--- config.mk ---
export PLATFORM = sky130hd
export DESIGN_NAME = sync_fifo_param
export DESIGN_NICKNAME = d
export VERILOG_FILES = /design/src/rtl/sync_fifo_param.sv
export SDC_FILE = /design/constraint.sdc
export NUM_CORES = 1
export LEC_CHECK = 0
export BUFFER_PORTS_ARGS = -buffer_cell sky130_fd_sc_hd__buf_2
export CAP_MARGIN = 30
export CORE_UTILIZATION = 55
export CTS_BUF_LIST = sky130_fd_sc_hd__clkbuf_2
export DETAILED_ROUTE_END_ITERATION = 8
export PLACE_DENSITY = 0.73
export SETUP_SLACK_MARGIN = 0.4
export SKIP_LAST_GASP = 1
export SYNTH_ARGS = -nofsm -noshare
export SYNTH_HDL_FRONTEND = slang
export SYNTH_SLANG_ARGS = --single-unit
--- constraint.sdc ---
create_clock -name clk -period 3.9 [get_ports clk]
set_input_delay 0.39 -clock clk [delete_from_list [all_inputs] [get_ports clk]]
set_output_delay 0.39 -clock clk [all_outputs]
set_load 0.02 [all_outputs]
--- src/rtl/sync_fifo_param.sv ---
// sync_fifo_param: single-clock synchronous FIFO with generic width and depth.
//   clk, rst          rising-edge clock, synchronous active-high reset
//   flush_i           discard all stored entries (data_o holds)
//   wr_en_i, data_i   push request and data
//   rd_en_i, data_o   pop request and registered pop data (1-edge latency)
//   full_o, empty_o, almost_full_o, almost_empty_o, count_o
//                     occupancy and its decoded flags, all from the count register
//   overflow_o, underflow_o, err_clr_i
//                     sticky error flags and their clear (a same-edge set wins)
module sync_fifo_param #(
  parameter  int DATA_W   = 8,
  parameter  int DEPTH    = 16,
  parameter  int AF_LEVEL = DEPTH - 4,
  parameter  int AE_LEVEL = 2,
  localparam int CNT_W    = $clog2(DEPTH + 1)
) (
  input  logic              clk,
  input  logic              rst,
  input  logic              flush_i,
  input  logic              wr_en_i,
  input  logic [DATA_W-1:0] data_i,
  input  logic              rd_en_i,
  output logic [DATA_W-1:0] data_o,
  output logic              full_o,
  output logic              empty_o,
  output logic              almost_full_o,
  output logic              almost_empty_o,
  output logic [CNT_W-1:0]  count_o,
  output logic              overflow_o,
  output logic              underflow_o,
  input  logic              err_clr_i
);

  localparam int PTR_W = $clog2(DEPTH);
  localparam logic [CNT_W-1:0] DEPTH_C = CNT_W'(DEPTH);
  localparam logic [CNT_W-1:0] AF_C    = CNT_W'(AF_LEVEL);
  localparam logic [CNT_W-1:0] AE_C    = CNT_W'(AE_LEVEL);
  localparam logic [PTR_W-1:0] LAST_P  = PTR_W'(DEPTH - 1);

  logic [DATA_W-1:0] mem [DEPTH];
  logic [PTR_W-1:0]  wr_ptr, rd_ptr;
  logic [CNT_W-1:0]  count;
  logic              pop_ok, push_ok;

  // A full FIFO still accepts a push when a pop frees a slot on the same edge.
  assign pop_ok  = rd_en_i && (count != '0);
  assign push_ok = wr_en_i && ((count != DEPTH_C) || pop_ok);

  // Explicit wrap so DEPTH need not be a power of two.
  function automatic logic [PTR_W-1:0] next_ptr(input logic [PTR_W-1:0] p);
    return (p == LAST_P) ? '0 : p + 1'b1;
  endfunction

  always_ff @(posedge clk) begin
    if (rst) begin
      wr_ptr      <= '0;
      rd_ptr      <= '0;
      count       <= '0;
      data_o      <= '0;
      overflow_o  <= 1'b0;
      underflow_o <= 1'b0;
    end else if (flush_i) begin
      wr_ptr <= '0;
      rd_ptr <= '0;
      count  <= '0;
      if (err_clr_i) begin
        overflow_o  <= 1'b0;
        underflow_o <= 1'b0;
      end
    end else begin
      if (push_ok) wr_ptr <= next_ptr(wr_ptr);
      if (pop_ok) begin
        rd_ptr <= next_ptr(rd_ptr);
        data_o <= mem[rd_ptr];
      end
      if (push_ok && !pop_ok)      count <= count + 1'b1;
      else if (pop_ok && !push_ok) count <= count - 1'b1;
      // Set has priority over clear.
      overflow_o  <= (overflow_o  & ~err_clr_i) | (wr_en_i & ~push_ok);
      underflow_o <= (underflow_o & ~err_clr_i) | (rd_en_i & ~pop_ok);
    end
  end

  // Storage is not reset; on a full push+pop the read above sees the old word.
  always_ff @(posedge clk) begin
    if (!rst && !flush_i && push_ok) mem[wr_ptr] <= data_i;
  end

  assign count_o        = count;
  assign full_o         = (count == DEPTH_C);
  assign empty_o        = (count == '0);
  assign almost_full_o  = (count >= AF_C);
  assign almost_empty_o = (count <= AE_C);

endmodule

==> impl_metrics.py <==
metrics = {
    "final_layout": {
        "final-seq-area_mm2": 0.00431,
        "fill_cells": 794,
        "nNetsFinal": 447,
        "area_growth_pct": 9.77,
        "diodes": 0,
        "drive_above_1_share_pct": 21.6,
        "fin_cells": 576,
        "multi_input_area_mm2": 0.00167,
        "post-route-cell-area_mm2": 0.00671,
    },
    "logic_synthesis": {
        "syn_inst": 376,
        "synth.area.top_cells": "edfxtp_1 63%, dfxtp_1 7.5%, mux2i_1 6.4%, mux4_2 5.9%, nor2_1 2.4%",
        "ys_warn_count": 0,
        "synth_area_leader_cell": "edfxtp_1",
        "synth_area_mm2": 0.00611,
        "seq_area_frac_synth_pct": 70.4,
        "yosysMostFrequentCell": "edfxtp_1",
        "synth_top_area_share_pct": 62.9,
        "async_reset_ff_share_pct": 0,
        "syn-num-nets": 400,
        "synth_common_cells": "128 x edfxtp_1, 39 x mux2i_1, 39 x nor2_1",
        "ys_ff_latch": 151,
        "synth_cell_types": 43,
        "postSynthAreaPerCell_um2": 16.3,
        "synth_edf_count": 128,
        "synth_flop_cell": "edfxtp_1",
    },
    "sta": {
        "timing.final.crit_share_pct": 80.7,
        "finalMaxSlewViolations": 0,
        "finalClockSkew_ns": 0.0332,
        "rsz0062_at_grt": "false",
        "fmax_ghz": 0.318,
        "relSlewSlack_pct": 41.3,
        "finalHoldViolations": 0,
        "setup_ws_ns": 0.754,
        "setup_violations": 0,
        "tns_ns": 0,
        "tightest_slew_ns": 0.880,
        "fin_crit_ns": 3.15,
    },
    "routing": {
        "via_count": 3343,
        "wl_um": 11600,
        "drc": 0,
        "wl_per_cell_um": 20.1,
        "drt-initial-drc-count": 294,
        "dr.pass1.iters": 4,
        "via_per_inst": 5.80,
        "ant_nets": 0,
    },
    "floorplan": {
        "placementRows": 38,
        "die_h_um": 107,
        "dieArea_mm2": 0.0115,
        "initial_core_util_pct": 56.4,
        "chipWidth_um": 107,
        "coreArea_mm2": 0.0108,
        "ios": 33,
    },
    "worst_setup_path": {
        "path_max_fanout": 9,
        "cp-end-kind": "flop",
        "arrival_ns": 3.78,
        "crit_type": "reg2reg",
        "critPathLaunchType": "flop",
        "required_ns": 4.53,
    },
    "place": {
        "io_buffers": 32,
        "placed_cell_area_mm2": 0.00640,
        "dp_slack_ns": 0.810,
        "dp_hpwl_um": 7550,
        "gp_congestion": 0.838,
        "dp.cells": 537,
    },
    "clock_tree": {
        "cts_root_buf": "clkbuf_2",
        "clockBufferDepth": 2,
        "cts_buffers": 17,
        "htreeDepth": 4,
        "cts_tree": "yes",
        "clock_sinks": 151,
        "postCtsHoldBufs": 7,
        "cts_resized": 0,
        "clkLatencyLatePin_ns": 0.70,
        "clk_pin_slew_ns": 0.21,
        "cts_setup_buffers": 0,
    },
    "power": {
        "leakage_nw": 2.20,
        "p_per_area_mw_per_mm2": 456,
        "vdd_drop_max_v": 0.000275,
    },
    "grt": {
        "grt_most_used_layer": "met2",
        "first_global_vias": 3430,
        "grt_use_met1_pct": 28.6,
        "antenna_found_initial": 0,
        "grt-ovfl-total": 0,
        "grt_use_met3_pct": 4.48,
        "use_met2_pct": 37.1,
        "grt_util_all_layers_pct": 22.4,
        "grt_pass1_wl_um": 18300,
        "grt_start_max_net_pins": 25,
    },
    "min_path": {
        "hold_path_class": "in2reg",
    },
    "run_status": {
        "outcome": "completed",
    },
    "run": {
        "max-cap-violations": 0,
    },
}
-- metal layers --
layer,part of all wire [%],up-vias
li1,-,1571
met1,42,1649
met2,51,107
met3,5.7,16
met4,1.7,0
met5,0,-
-- worst max-delay path, cell delays in order (launching register included) --
cell	delay, ns
dfxtp_1	0.43
or4_1	0.72
o21a_1	0.38
ha_1	0.27
inv_1	0.16
ha_1	0.30
a21o_1	0.20
a21oi_1	0.17
mux2i_1	0.25
mux2i_1	0.20
-- worst paths after layout --
check             start    endpoint  slack, ns  depth (start not counted)
max          count_o[0]  count_o[4]       0.75                          9
min             flush_i   rd_ptr[3]       0.07                          3
min reg2reg   data_o[0]   data_o[0]       0.51                          2
max reg2reg  count_o[0]  count_o[4]       0.75                          9
-- cell usage in the layout, fill, tap and decap left out, types with 2 or more instances in the layout --
cell and count:
buf_2 32, clkinv_1 2, dfxtp_1 22, nor3_1 4, xor2_1 4, inv_1 6, a32oi_1 2, mux2i_1 39
o22ai_1 16, clkbuf_2 23, a21oi_1 5, buf_4 8, a211oi_1 7, a311oi_2 2, a311oi_1 7, nand2_1 16
edfxtp_1 128, clkinvlp_4 2, bufinv_16 3, ha_1 9, o211ai_1 2, dlygate4sd3_1 7, mux4_2 16, nand3b_1 2
nand2b_1 3, nand3_1 8, or2_2 2, nor2_1 39
-- cell type report --
cell class | instances | share of cell area, %
Multi-Input combinational cell | 200 | 24.9
Sequential cell | 151 | 64.2
Timing Repair Buffer | 47 | 4.33
Tap cell | 140 | 2.61
Clock inverter | 9 | 1.88
Inverter | 6 | 0.336
Clock buffer | 23 | 1.72
-- power by group --
part / internal (mW) / leakage [nW] / switching [mW]
logic: 0.150 / 0.707 / 0.214
registers: 1.78 / 1.34 / 0.0410
clock network: 0.369 / 0.149 / 0.511
total: 2.29 / 2.20 / 0.766
-- cells by family (layout without fill, tap and decap cells) --
kind of cell | Yosys count | after routing | synth area share (%)
DFF | 151 | 151 | 70.4
and+or+nand+nor | 77 | 77 | 5.49
muxes | 55 | 55 | 12.3
xor gates and xnor gates | 5 | 5 | 0.717
adders and majority gates | 10 | 10 | 2.17
buffers and inverters | 25 | 85 | 2.19
AOI/OAI and AO/OA | 53 | 53 | 6.72
-- per-stage QoR --
step | power (mW) | hold WS (ns) | util, %
6_report | 3.06 | 0.0656 | 61.9
5_1_grt | 3.18 | 0.0247 | 61.9
4_1_cts | 3.07 | 0.0240 | 61.9
3_5_place_dp | 2.21 | 0.479 | 59.0
3_3_place_gp | 2.19 | 0.466 | 59.0
2_1_floorplan | 2.11 | 0.489 | -
-- sequential cells by signal, summed over array words and instances, names as in the netlist --
name / count
wr_ptr: 4
overflow_o: 1
data_o: 8
count_o: 5
underflow_o: 1
rd_ptr: 4
mem: 128
Power figures use the tool's default switching activity.
